`src/rtl/libucode.sv`:
```
// Shared microcode definitions: micro-PC width, entry points, indirection
// field positions, ROM word layout and the sequencer state enum.
package libucode;

   localparam int NUPCMSB = 4;
   localparam int UPCW    = NUPCMSB + 1;

   // Microcode entry points
   localparam logic [NUPCMSB:0] UPC_TRAP  = 5'd0;
   localparam logic [NUPCMSB:0] UPC_STD   = 5'd7;
   localparam logic [NUPCMSB:0] UPC_FLUSH = 5'd13;
   localparam logic [NUPCMSB:0] UPC_LAST  = 5'd31;

   // Register-field LSB positions inside a 32-bit instruction
   localparam int UCIPOS_RD  = 25;
   localparam int UCIPOS_RS1 = 14;
   localparam int UCIPOS_RS2 = 0;

   // A field with this bit set takes its value from the macro instruction
   localparam logic [4:0] UCI_MASK = 5'b10000;

   typedef struct packed {
      logic [31:0] inst;
      logic        cwp_rs1;
      logic        cwp_rd;
      logic        uend;
   } microcode_out_type;

   typedef enum logic {
      IDLE = 1'b0,
      RUN  = 1'b1
   } ucode_seq_state_type;

   // Build one ROM word: {op=2, rd, op3, rs1, i, simm13/rs2} plus flags
   function automatic microcode_out_type mk_uc(
      input logic [5:0]  op3,
      input logic [4:0]  rd,
      input logic [4:0]  rs1,
      input logic        i,
      input logic [12:0] lo,
      input logic        cwp_rs1,
      input logic        cwp_rd,
      input logic        uend
   );
      microcode_out_type w;
      w.inst    = {2'b10, rd, op3, rs1, i, lo};
      w.cwp_rs1 = cwp_rs1;
      w.cwp_rd  = cwp_rd;
      w.uend    = uend;
      return w;
   endfunction

endpackage

```
`src/rtl/ucode_rom.sv`:
```
// 32-entry microcode ROM, combinational read.
// Fields with the top bit set (0x10..0x1f) are indirect references to the
// macro instruction; small values are scratch register indices.
module ucode_rom
   import libucode::*;
(
   input  logic [NUPCMSB:0]  addr,
   output microcode_out_type data
);

   // Constant table lookup; unused slots hold a terminating no-op
   always_comb begin
      data = mk_uc(6'h00, 5'h00, 5'h00, 1'b1, 13'h0000, 1'b0, 1'b0, 1'b1);
      case (addr)
         // TRAP: 4-entry sequence
         UPC_TRAP: data = mk_uc(6'h02, 5'h10, 5'h11, 1'b0, 13'h0001, 1'b1, 1'b1, 1'b0);
         5'd1:     data = mk_uc(6'h00, 5'h02, 5'h10, 1'b1, 13'h0004, 1'b1, 1'b0, 1'b0);
         5'd2:     data = mk_uc(6'h04, 5'h10, 5'h02, 1'b0, 13'h0012, 1'b0, 1'b1, 1'b0);
         5'd3:     data = mk_uc(6'h38, 5'h00, 5'h03, 1'b1, 13'h0000, 1'b0, 1'b0, 1'b1);
         // Single entry: indirect rd, scratch rs1, immediate form
         5'd4:     data = mk_uc(6'h02, 5'h10, 5'h05, 1'b1, 13'h0015, 1'b0, 1'b1, 1'b1);
         // STD: 2-entry sequence
         UPC_STD:  data = mk_uc(6'h24, 5'h10, 5'h11, 1'b0, 13'h0010, 1'b1, 1'b0, 1'b0);
         5'd8:     data = mk_uc(6'h24, 5'h11, 5'h12, 1'b1, 13'h0004, 1'b1, 1'b0, 1'b1);
         // FLUSH: single entry
         UPC_FLUSH: data = mk_uc(6'h3a, 5'h00, 5'h00, 1'b1, 13'h0000, 1'b0, 1'b0, 1'b1);
         // Last slot has no terminator; the sequencer forces retirement
         UPC_LAST: data = mk_uc(6'h00, 5'h01, 5'h02, 1'b0, 13'h0003, 1'b0, 1'b0, 1'b0);
         default:  ;
      endcase
   end

endmodule

```
`src/rtl/ucode_seq.sv`:
```
// Microcode sequencer: walks the ROM from a start address, one entry per
// accepted output beat, substituting macro-instruction register fields.
module ucode_seq
   import libucode::*;
#(
   parameter int TIDW = 6
) (
   input  logic              gclk,
   input  logic              rst,
   input  logic              start_valid,
   output logic              start_ready,
   input  logic [NUPCMSB:0]  start_upc,
   input  logic [TIDW-1:0]   start_tid,
   input  logic [31:0]       start_inst,
   input  logic              flush,
   output logic              out_valid,
   input  logic              out_ready,
   output logic [31:0]       out_inst,
   output logic              out_cwp_rs1,
   output logic              out_cwp_rd,
   output logic              out_last,
   output logic [NUPCMSB:0]  out_upc,
   output logic [TIDW-1:0]   out_tid,
   output logic              seq_err
);

   ucode_seq_state_type state;
   logic [31:0]         inst_q;
   logic                wrap_q;     // current beat was forced last at address 31

   logic                beat_acc;
   logic                start_acc;
   logic                load;
   logic [NUPCMSB:0]    rom_addr;
   microcode_out_type   rom_w;
   logic [31:0]         src_inst;
   logic [31:0]         exp_inst;
   logic                wrap_nxt;
   logic                last_nxt;

   assign beat_acc    = out_valid & out_ready;
   assign start_ready = !rst & !flush & ((state == IDLE) | (beat_acc & out_last));
   assign start_acc   = start_valid & start_ready;
   assign load        = start_acc | ((state == RUN) & beat_acc & !out_last);

   // A new start reads its entry and indirects against the incoming
   // instruction directly, so there is no bubble between sequences.
   assign rom_addr = start_acc ? start_upc : out_upc + UPCW'(1);
   assign src_inst = start_acc ? start_inst : inst_q;

   ucode_rom u_rom (
      .addr (rom_addr),
      .data (rom_w)
   );

   // Register-field indirection; rs2 only in register form (i bit clear)
   always_comb begin
      exp_inst = rom_w.inst;
      if ((rom_w.inst[UCIPOS_RD +: 5] & UCI_MASK) != 5'd0)
         exp_inst[UCIPOS_RD +: 5] = src_inst[UCIPOS_RD +: 5];
      if ((rom_w.inst[UCIPOS_RS1 +: 5] & UCI_MASK) != 5'd0)
         exp_inst[UCIPOS_RS1 +: 5] = src_inst[UCIPOS_RS1 +: 5];
      if (!rom_w.inst[13] && ((rom_w.inst[UCIPOS_RS2 +: 5] & UCI_MASK) != 5'd0))
         exp_inst[UCIPOS_RS2 +: 5] = src_inst[UCIPOS_RS2 +: 5];
   end

   // Running off the end of the ROM terminates the sequence
   assign wrap_nxt = (rom_addr == UPC_LAST) & !rom_w.uend;
   assign last_nxt = rom_w.uend | wrap_nxt;

   // Sequencer FSM with registered outputs; flush overrides everything
   always_ff @(posedge gclk or posedge rst) begin
      if (rst) begin
         state       <= IDLE;
         inst_q      <= '0;
         wrap_q      <= 1'b0;
         out_valid   <= 1'b0;
         out_inst    <= '0;
         out_cwp_rs1 <= 1'b0;
         out_cwp_rd  <= 1'b0;
         out_last    <= 1'b0;
         out_upc     <= '0;
         out_tid     <= '0;
         seq_err     <= 1'b0;
      end else begin
         seq_err <= beat_acc & wrap_q;
         if (flush) begin
            out_valid <= 1'b0;
            wrap_q    <= 1'b0;
            state     <= IDLE;
         end else begin
            if (start_acc) begin
               out_tid <= start_tid;
               inst_q  <= start_inst;
            end
            if (load) begin
               out_valid   <= 1'b1;
               out_inst    <= exp_inst;
               out_cwp_rs1 <= rom_w.cwp_rs1;
               out_cwp_rd  <= rom_w.cwp_rd;
               out_last    <= last_nxt;
               out_upc     <= rom_addr;
               wrap_q      <= wrap_nxt;
               state       <= RUN;
            end else if ((state == RUN) && beat_acc) begin
               // last beat retired with no follow-on start
               out_valid <= 1'b0;
               wrap_q    <= 1'b0;
               state     <= IDLE;
            end
         end
      end
   end

endmodule
```
`config.mk`:
```
export PLATFORM = sky130hd
export DESIGN_NAME = ucode_seq
export DESIGN_NICKNAME = d
export VERILOG_FILES = /design/src/rtl/libucode.sv /design/src/rtl/ucode_rom.sv /design/src/rtl/ucode_seq.sv
export SDC_FILE = /design/constraint.sdc
export NUM_CORES = 1
export LEC_CHECK = 0
export CAP_MARGIN = 20
export CORE_ASPECT_RATIO = 0.75
export CORE_MARGIN = 1
export CORE_UTILIZATION = 42
export CTS_CLUSTER_DIAMETER = 100
export DETAILED_ROUTE_END_ITERATION = 8
export PLACE_DENSITY_LB_ADDON = 0.15
export SKIP_CTS_REPAIR_TIMING = 1
export SLEW_MARGIN = 15
export SYNTH_ARGS = -nofsm -noshare
export SYNTH_HDL_FRONTEND = slang
export SYNTH_SLANG_ARGS = --single-unit
```
`constraint.sdc`:
```
create_clock -name gclk -period 2.8 [get_ports gclk]
set_clock_uncertainty 0.2 [all_clocks]
set_input_delay 0.84 -clock gclk [delete_from_list [all_inputs] [get_ports gclk]]
set_output_delay 0.84 -clock gclk [all_outputs]
set_load 0.02 [all_outputs]
```
After elaboration in Yosys (flattened, before gate mapping)
Cells that the tools add are included.
Storage, ports and cells
  register bits after elaboration: 79
  latch bits: 0
  memory bits (writable): 0
  bits in read-only memories: 0
  word-level logic and storage cells: 56
  memories: 0
Cells by class
  $add $sub $neg: 1
  multiply operators: 0
  div/mod/pow operators: 0
  $lt $le $gt $ge: 0
  equality and inequality tests: 8
  shifts and indexed selects: 0
  muxes and demuxes: 11
  bitwise logic cells: 14
  reductions and logical operators: 11
Operators with widths (count)
  $pmux W33 S9: 1
  $mux W30: 1
  $mux W5: 4
  $eq A5 B2 Y1 const B: 2
  $eq A5 B3 Y1 const B: 2
  $eq A5 B4 Y1 const B: 2
  $and A1 B1 Y1: 9
  $add A5 B1 Y5 const B: 1
  $eq A5 B1 Y1 const B: 1
  $eq A5 B5 Y1 const B: 1
  $logic_not A1 Y1: 5
  $logic_not A5 Y1: 1
  $mux W1: 5
  $reduce_and A2 Y1: 2
  $or A1 B1 Y1: 3
  $reduce_bool A3 Y1: 1
  $logic_and A1 B1 Y1: 2
  $not A1 Y1: 2

Depth between registers and ports, before layout
Gate-level depths: netlist (run 1).
  word-level depth: 12
  depth in mapped cells: 10
  depth with buffers taken out: 8

By module
From an unflattened synthesis (run 1), not the netlist that was laid out.
Second synthesis, totals
  cell total of the unflattened synthesis: 343
  area, all modules: 3500.9 µm²
Modules (own cells, without submodules)
  ucode_seq: instances 1, cells each 260, area each 2931.6 µm², seq. area each 1601.5 µm²
  ucode_rom: instances 1, cells each 83, area each 569.3 µm², seq. area each 0.0 µm²

Worst setup path after synthesis (run 1)
OpenSTA, ideal clock, no wires.
  path kind: input -> register
  start point: input port flush
  end point: register out_last
  library setup time: 0.066 ns
  data arrival time: 2.607 ns
  required time: 2.534 ns
  slack: -0.073 ns
  stages on the path: 8
  cells stage by stage: or3b_4 -> or2_1 -> buf_6 -> mux2i_1 -> a221oi_1 -> nor2b_2 -> nor4b_2 -> o32a_1
Between the ends
  cells in the longest elaborated chain, start to end: 10
  elaborated cells on any way between the ends: 21
  classes of those cells: eq/ne: 8; mux: 2; bitwise: 7; reduce/logical: 4
RTL lines
  start: declaration: line ucode_seq.sv:15  | input logic flush,
  $logic_not A1 Y1: line ucode_seq.sv:42  | assign start_ready = !rst & !flush & ((state == IDLE) | (beat_acc & out_last));
  $and A1 B1 Y1 (2 in series): line ucode_seq.sv:42
  $and A1 B1 Y1: line ucode_seq.sv:43  | assign start_acc = start_valid & start_ready;
  $mux W5: line ucode_seq.sv:48  | assign rom_addr = start_acc ? start_upc : out_upc + UPCW'(1);
  $eq A5 B5 Y1, or another cell as far along: line ucode_rom.sv:14, ucode_seq.sv:68
  $pmux W33 S9: line ucode_rom.sv:14  | case (addr)
  $logic_not A1 Y1: line ucode_seq.sv:68  | assign wrap_nxt = (rom_addr == UPC_LAST) & !rom_w.uend;
  $and A1 B1 Y1: line ucode_seq.sv:68
  $or A1 B1 Y1: line ucode_seq.sv:69  | assign last_nxt = rom_w.uend | wrap_nxt;
  end signal: assignment: line ucode_seq.sv:101  | out_last <= last_nxt;
  end: declaration: line ucode_seq.sv:21  | output logic out_last,
Parallel ways exist; a longest one is shown, timed or not.
A chain may end at the register's enable or synchronous reset.

Final worst setup path (run 1)
  start point: input port rst
  end point: register out_last
Between the ends
  cells in the longest elaborated chain, start to end: 10
  elaborated cells on any way between the ends: 20
  classes of those cells: eq/ne: 8; mux: 2; bitwise: 6; reduce/logical: 4
RTL lines
  start: declaration: line ucode_seq.sv:9  | input logic rst,
  $logic_not A1 Y1 (no source line) *
  $and A1 B1 Y1 * (2 in series): line ucode_seq.sv:42
  $and A1 B1 Y1 *: line ucode_seq.sv:43
  $mux W5: line ucode_seq.sv:48
  $eq A5 B5 Y1, or another cell as far along: line ucode_rom.sv:14, ucode_seq.sv:68
  $pmux W33 S9: line ucode_rom.sv:14
  $logic_not A1 Y1: line ucode_seq.sv:68
  $and A1 B1 Y1: line ucode_seq.sv:68
  $or A1 B1 Y1: line ucode_seq.sv:69
Mark *: on every way between the ends. The rest lies on a longest branch, timed or not.

==> metrics.csv, run 1 <==
metric,value,unit
cp-startpoint,rst,
setup_violations,0,
hp-start,out_inst[31]$_DFFE_PP0P_,
seq_power_share,27.5,%
power_leakage,2.102,nW
diodes,0,
synthMuxAreaShare,0.9872,%
pwr-share-clk,11.2,%
synthTopCellsByArea,"dfrtp_1, nand2_1, buf_4, o21ai_0, nor3_1",
worstSetupEndpointType,flip-flop,
arrival,2860,ps
synth_fa_ha_area_share,0.4114,%
wl_per_cell,15.55,µm
post-dp-hpwl,6.932,mm
dpl_worst_slack,-744.5,ps
drive_above_1_share,27.29,%
gp_routability_congestion,0.9431,
synth_compound_area_share,17.98,%
drc_errors,0,
fp.dieW,100.3,µm
viasPerCell,5.119,
switching_share,41.53,%
finalWorstSetupSlack,1.579,ps
finalNetCount,528,
crit_chain,buf_6 > or3b_4 > or2_4 > buf_12 > mux2i_4 > a221oi_2 > nor2b_2 > nor4b_2 > o32a_1,
cts_max_path_buffers,2,
ys_warn_count,0,
fin_util,66.51,%
final.setup.tns,0,ps
track_usage,24.51,%
synth-main-ff-cell,dfrtp_1,
syn_avg_cell_area,8.766,µm²
p_int,2.403,mW
relSlewSlack,67.13,%
switchingPower,1.707,mW
vias,2959,
synth_common_cells,"nand2_1, dfrtp_1, o21ai_0",
grt_pass1_wl,14.10,mm
seq_area_frac_synth,43.60,%
port_buffers,69,
synth_top_cell_by_area,dfrtp_1,
clkSinkCount,53,
worstPathRequired,2860,ps
die_h,75.70,µm
comb_power_share,61.3,%
path_buf_inv,2,
final_hold_viol_count,0,
synthArstFlopShare,100.0,%
start_util,44.10,%
timing.hold.ws,273.1,ps
hold_class,reg2reg,
grt_setup_unrepaired,yes,
drv_slew,0,
synth-simple-area-share,26.57,%
drt_iter0_drc,141,
drt_first_pass_iters,4,
timing.rr.start,out_upc[0]$_DFFE_PP0P_,
dieArea,7590,µm²
synth_area,3042,µm²
first_global_vias,2824,
core_area,6897,µm²
status,"finished, final reports clean",
r2r_cells,10,
antenna_found_initial,0,
critPathMaxFanout,5,
synth_edf_count,0,
cts_inserted_buffers,5,
ys_ff_latch,53,
clock_latency,310,ps
period_needed,2798,ps
cts_tree,built,
period_share,99.94,%
cts-root-buf,clkbuf_8,
path_clk_slew,110,ps
tightest_slew,486.6,ps
cp_top_family,simple AND/OR/NAND/NOR gates,
r2r_slack,150,ps
cpPeakStageDelay,380,ps
ant_nets,0,
routed_wl,8.990,mm
grt_start_max_net_pins,45,
synthXorXnorAreaFrac,2.838,%
cts-htree-levels,2,
io_pins,97,
synth.top_cell.area_share,43.60,%
start_kind,primary input,
yosysMostFrequentCell,nand2_1,
synth_top_family_by_area,simple AND/OR/NAND/NOR gates,
globalRouteOverflowTotal,0,
num_rows,26,
slowest_stage,or3b_4,
max_freq,357.3,MHz
hold_depth,1,
cap_viol_max_count,0,
area_delta_synth_final,50.80,%
path_class,in2reg,
peakVddDrop,0.5047,mV
power_density,896.1,nW/µm²
worst-path-stages,9,
synth_cell_types,75,
synthCells,347,
[kinds of logic (layout without fill, tap and decap cells)]
logic type / after synthesis / in the layout
AOI/OAI and AO/OA: 72 / 72
xor gates and xnor gates: 9 / 9
adders and majority gates: 1 / 1
buffers and inverters: 38 / 162
DFF: 53 / 53
muxes: 3 / 3
other: 1 / 10
and+or+nand+nor: 170 / 170
[power groups by stage]
stage | sequential, mW | clock (mW) | combinational, mW
6_report | 1.13 | 0.460 | 2.52
5_1_grt | 1.16 | 0.498 | 2.73
4_1_cts | 1.13 | 0.471 | 2.41
3_5_place_dp | 1.14 | 0 | 2.40
3_3_place_gp | 1.13 | 0 | 2.37
2_1_floorplan | 1.37 | 0 | 1.08
[through the flow]
stage	instance area (µm²)	power, mW	std cells
floorplan	3109	2.450	356
global placement	4308	3.498	562
detailed placement	4308	3.544	562
CTS	4402	4.009	570
global route	4587	4.388	578
finish	4587	4.110	578
[worst reg2reg max path: cells and delay by family, from the launching register on]
family / cells / cell delay (ps)
XOR/XNOR: 1 / 170
AND/OR/NAND/NOR: 4 / 1000
flip-flops: 1 / 400
AO/OA/AOI/OAI: 2 / 270
adder cells (fa/ha/maj): 1 / 210
buffers and inverters: 2 / 320
[flip-flops by register name, summed over array words and instances (netlist names)]
name,flops
out_last,1
out_tid,6
state,1
out_cwp_rs1,1
inst_q,15
out_cwp_rd,1
wrap_q,1
out_inst,21
out_upc,5
seq_err,1
[path summary, 6_finish.rpt]
check / endpoint
worst max-delay path: out_last$_DFFE_PP0P_
worst min-delay path: out_inst[31]$_DFFE_PP0P_
worst max register to register: out_inst[0]$_DFFE_PP0P_
worst min register to register: out_inst[31]$_DFFE_PP0P_
max in group asynchronous: out_upc[0]$_DFFE_PP0P_
min in group asynchronous: out_tid[5]$_DFFE_PP0P_
[per-layer routing]
metal  wire length (µm)  vias to the layer above  GRT usage [%]
met1               4486                     1406          36.48
met5                  0                        -              0
met4                 30                        0          4.026
met2               3867                       93          37.82
li1                   -                     1456              -
met3                606                        4          4.679
[final cells by class]
type | count | area, µm²
well taps | 98 | 122.6
inverters | 4 | 15.01
fillers | 613 | 2310
repair buffers | 150 | 1395
flip-flops and latches | 53 | 1326
clock inverters | 3 | 25.02
clock buffers | 5 | 68.82
multi-input cells | 265 | 1634
[layout by cell type (no fill, tap or decap), drive strengths merged, types with 3 or more instances in the layout]
master	Yosys	layout
nor2	16	16
conb	1	10
and3	4	4
nand2b	5	5
or2	4	4
dlymetal6s2s	0	5
o21ai	20	20
nor4	6	6
buf	22	81
a21boi	3	3
o21a	3	3
nand3	7	7
clkdlybuf4s50	0	62
a22o	3	3
nand2	99	99
clkbuf	12	7
a31oi	6	6
dfrtp	53	53
mux2i	3	3
inv	4	5
nor3	13	13
xor2	3	3
xnor2	6	6
a21oi	5	5
o31ai	4	4
nor2b	3	3
Power figures use the tool's default switching activity.
==> run 2, diff against run 1 <==
- MAX_ROUTING_LAYER: unset -> met4
==> run 2 against run 1 <==
Net effect: register-to-register slack worse by 20 ps; clock power is 1% lower; total power is 2.0% higher; sequential share of layout area is 0.14 points higher; largest power group unchanged; wire length is 2.2% higher; critical path depth is 1 lower; hold slack better by 8.4 ps; sequential power hardly changed; final cell count is 0.52% lower; non-clock buffer count is 4 lower.
==> metrics.csv, run 2 (synthesis results as in run 1) <==
metric,value,unit,change
slowest_stage,or3b_2,,
drive_above_1_share,27.67,%,+0.38 points
die_h,75.70,µm,unchanged
grt_start_max_net_pins,34,,-24%
timing.rr.start,out_upc[0]$_DFFE_PP0P_,,
layout_common_cells,"nand2_1, buf_4, clkdlybuf4s50_1",,
worstHoldEndpoint,inst_q[14]$_DFFE_PP0N_,,
first_global_vias,2800,,-0.85%
globalRouteOverflowTotal,0,,unchanged
io_pins,97,,unchanged
drv_slew,0,,unchanged
finalNetCount,525,,-0.57%
fin_cells,575,,-0.52%
area_delta_synth_final,50.06,%,
gp_routability_congestion,0.8988,,-4.7%
reg_top3,"out_inst: 21 flops, inst_q: 15 flops, out_tid: 6 flops",,
grt_pass1_wl,14.40,mm,+2.2%
ant_nets,0,,unchanged
cts-root-buf,clkbuf_8,,
fillers,600,,-2.1%
power_density,918.9,nW/µm²,+2.5%
drt_first_pass_iters,4,,unchanged
clock_latency,310,ps,about the same
worstSetupEndpointType,flip-flop,,
drc_errors,0,,unchanged
antenna_found_initial,0,,unchanged
crit_chain,clkdlybuf4s50_1 > or3b_2 > o21a_1 > nor3_1 > a21oi_1 > o211a_1 > and3b_1 > o31ai_2,,
port_buffers,69,,unchanged
fp.dieW,100.3,µm,unchanged
wl_per_cell,15.98,µm,+2.8%
finalWorstSetupSlack,21.86,ps,+20.28 ps
max_freq,360.0,MHz,+0.73%
dp_cells,564,,+0.36%
final.setup.tns,0,ps,unchanged
top_register,out_inst,,
switchingPower,1.769,mW,+3.6%
cts_inserted_buffers,5,,unchanged
largest_register_ff_count,21,,unchanged
seq_area,1326,µm²,unchanged
viasPerCell,5.150,,+0.59%
hold_depth,2,,+1
routed_wl,9.191,mm,+2.2%
hold_class,reg2reg,,
path_class,in2reg,,
period_needed,2778,ps,-20.28 ps
cpPeakStageDelay,500,ps,+120 ps
final_hold_viol_count,0,,unchanged
critPathMaxFanout,5,,unchanged
path_clk_slew,110,ps,about the same
vias,2961,,+0.068%
cts_tree,built,,
dieArea,7590,µm²,unchanged
track_usage,26.03,%,+1.5 points
peakVddDrop,0.3502,mV,-31%
seq_power_share,26.8,%,-0.7 points
start_kind,primary input,,
cap_viol_max_count,0,,unchanged
r2r_slack,130,ps,-20 ps
setup_violations,0,,unchanged
r2r_cells,10,,unchanged
clkSinkCount,53,,unchanged
dpl_worst_slack,-711.0,ps,+33.42 ps
period_share,99.22,%,-0.72 points
power_leakage,2.088,nW,-0.68%
multi_input_area,1719,µm²,+5.2%
status,"finished, final reports clean",,
post-dp-hpwl,7.104,mm,+2.5%
switching_share,42.18,%,+0.64 points
reg2reg_to,out_inst[0]$_DFFE_PP0P_,,
grt_setup_unrepaired,yes,,
core_area,6897,µm²,unchanged
comb_power_share,62.4,%,+1.1 points
num_rows,26,,unchanged
hp-start,inst_q[14]$_DFFE_PP0N_,,
diodes,0,,unchanged
fin_util,66.18,%,-0.33 points
pwr-share-clk,10.9,%,-0.3 points
worstPathRequired,2840,ps,-20 ps
start_util,44.10,%,unchanged
arrival,2810,ps,-50 ps
cts_max_path_buffers,2,,unchanged
drt_iter0_drc,125,,-11%
cts-htree-levels,2,,unchanged
finalPower,4.194,mW,+2.0%
final_common_cell,nand2_1,,
p_int,2.425,mW,+0.91%
## run 2: cell types whose count changed in the layout (fill, tap and decap cells not counted), sizes merged
cell / delta
buf: -4
or2: +1
## run 2: per-stage QoR
step,instance area (µm²),hold WS [ps]
3_3_place_gp,4285,249.2
2_1_floorplan,3109,234.1
3_5_place_dp,4285,259.1
5_1_grt,4564,307.7
6_report,4564,281.5
4_1_cts,4379,284.8
## run 2: area by class of cell
class	instances	area share (%)
Multi-Input combinational cell	266	37.66
Clock buffer	5	1.508
Tap cell	98	2.686
Inverter	4	0.3289
Timing Repair Buffer	146	28.21
Clock inverter	3	0.5482
Sequential cell	53	29.06
## run 2: worst max path at each step
stage                 startpoint                        to  slack [ps]  cells after the start
finish              start_upc[2]   out_inst[0]$_DFFE_PP0P_          20                      8
detailed placement         flush      out_last$_DFFE_PP0P_        -710                      8
global route        start_upc[2]  out_inst[17]$_DFFE_PP0P_         -30                      8
CTS                    out_ready               start_ready        -620                      5
floorplan                  flush      out_last$_DFFE_PP0P_          -3                      8
global placement     start_valid      out_last$_DFFE_PP0P_        -730                      9
## run 2: metal layers
layer | up-vias | share of wire (%) | global-route usage (%)
met1 | 1419 | 50 | 37.82
met2 | 94 | 44 | 38.74
met5 | - | 0 | -
met3 | 4 | 5.8 | 4.954
met4 | 0 | 0.36 | 3.382
li1 | 1444 | - | -
## run 2: critical path: cells and delay by family
kind / cells / cell delay [ps]
buffers and inverters: 1 / 460
AND/OR/NAND/NOR: 3 / 920
AO/OA/AOI/OAI: 4 / 600
## run 2: power groups by stage
| stage | logic (mW) | registers (mW) | clock network, mW |
|---|---|---|---|
| floorplan | 1.08 | 1.37 | 0 |
| global placement | 2.37 | 1.13 | 0 |
| detailed placement | 2.39 | 1.14 | 0 |
| CTS | 2.40 | 1.12 | 0.462 |
| global route | 2.84 | 1.15 | 0.491 |
| finish | 2.62 | 1.12 | 0.455 |
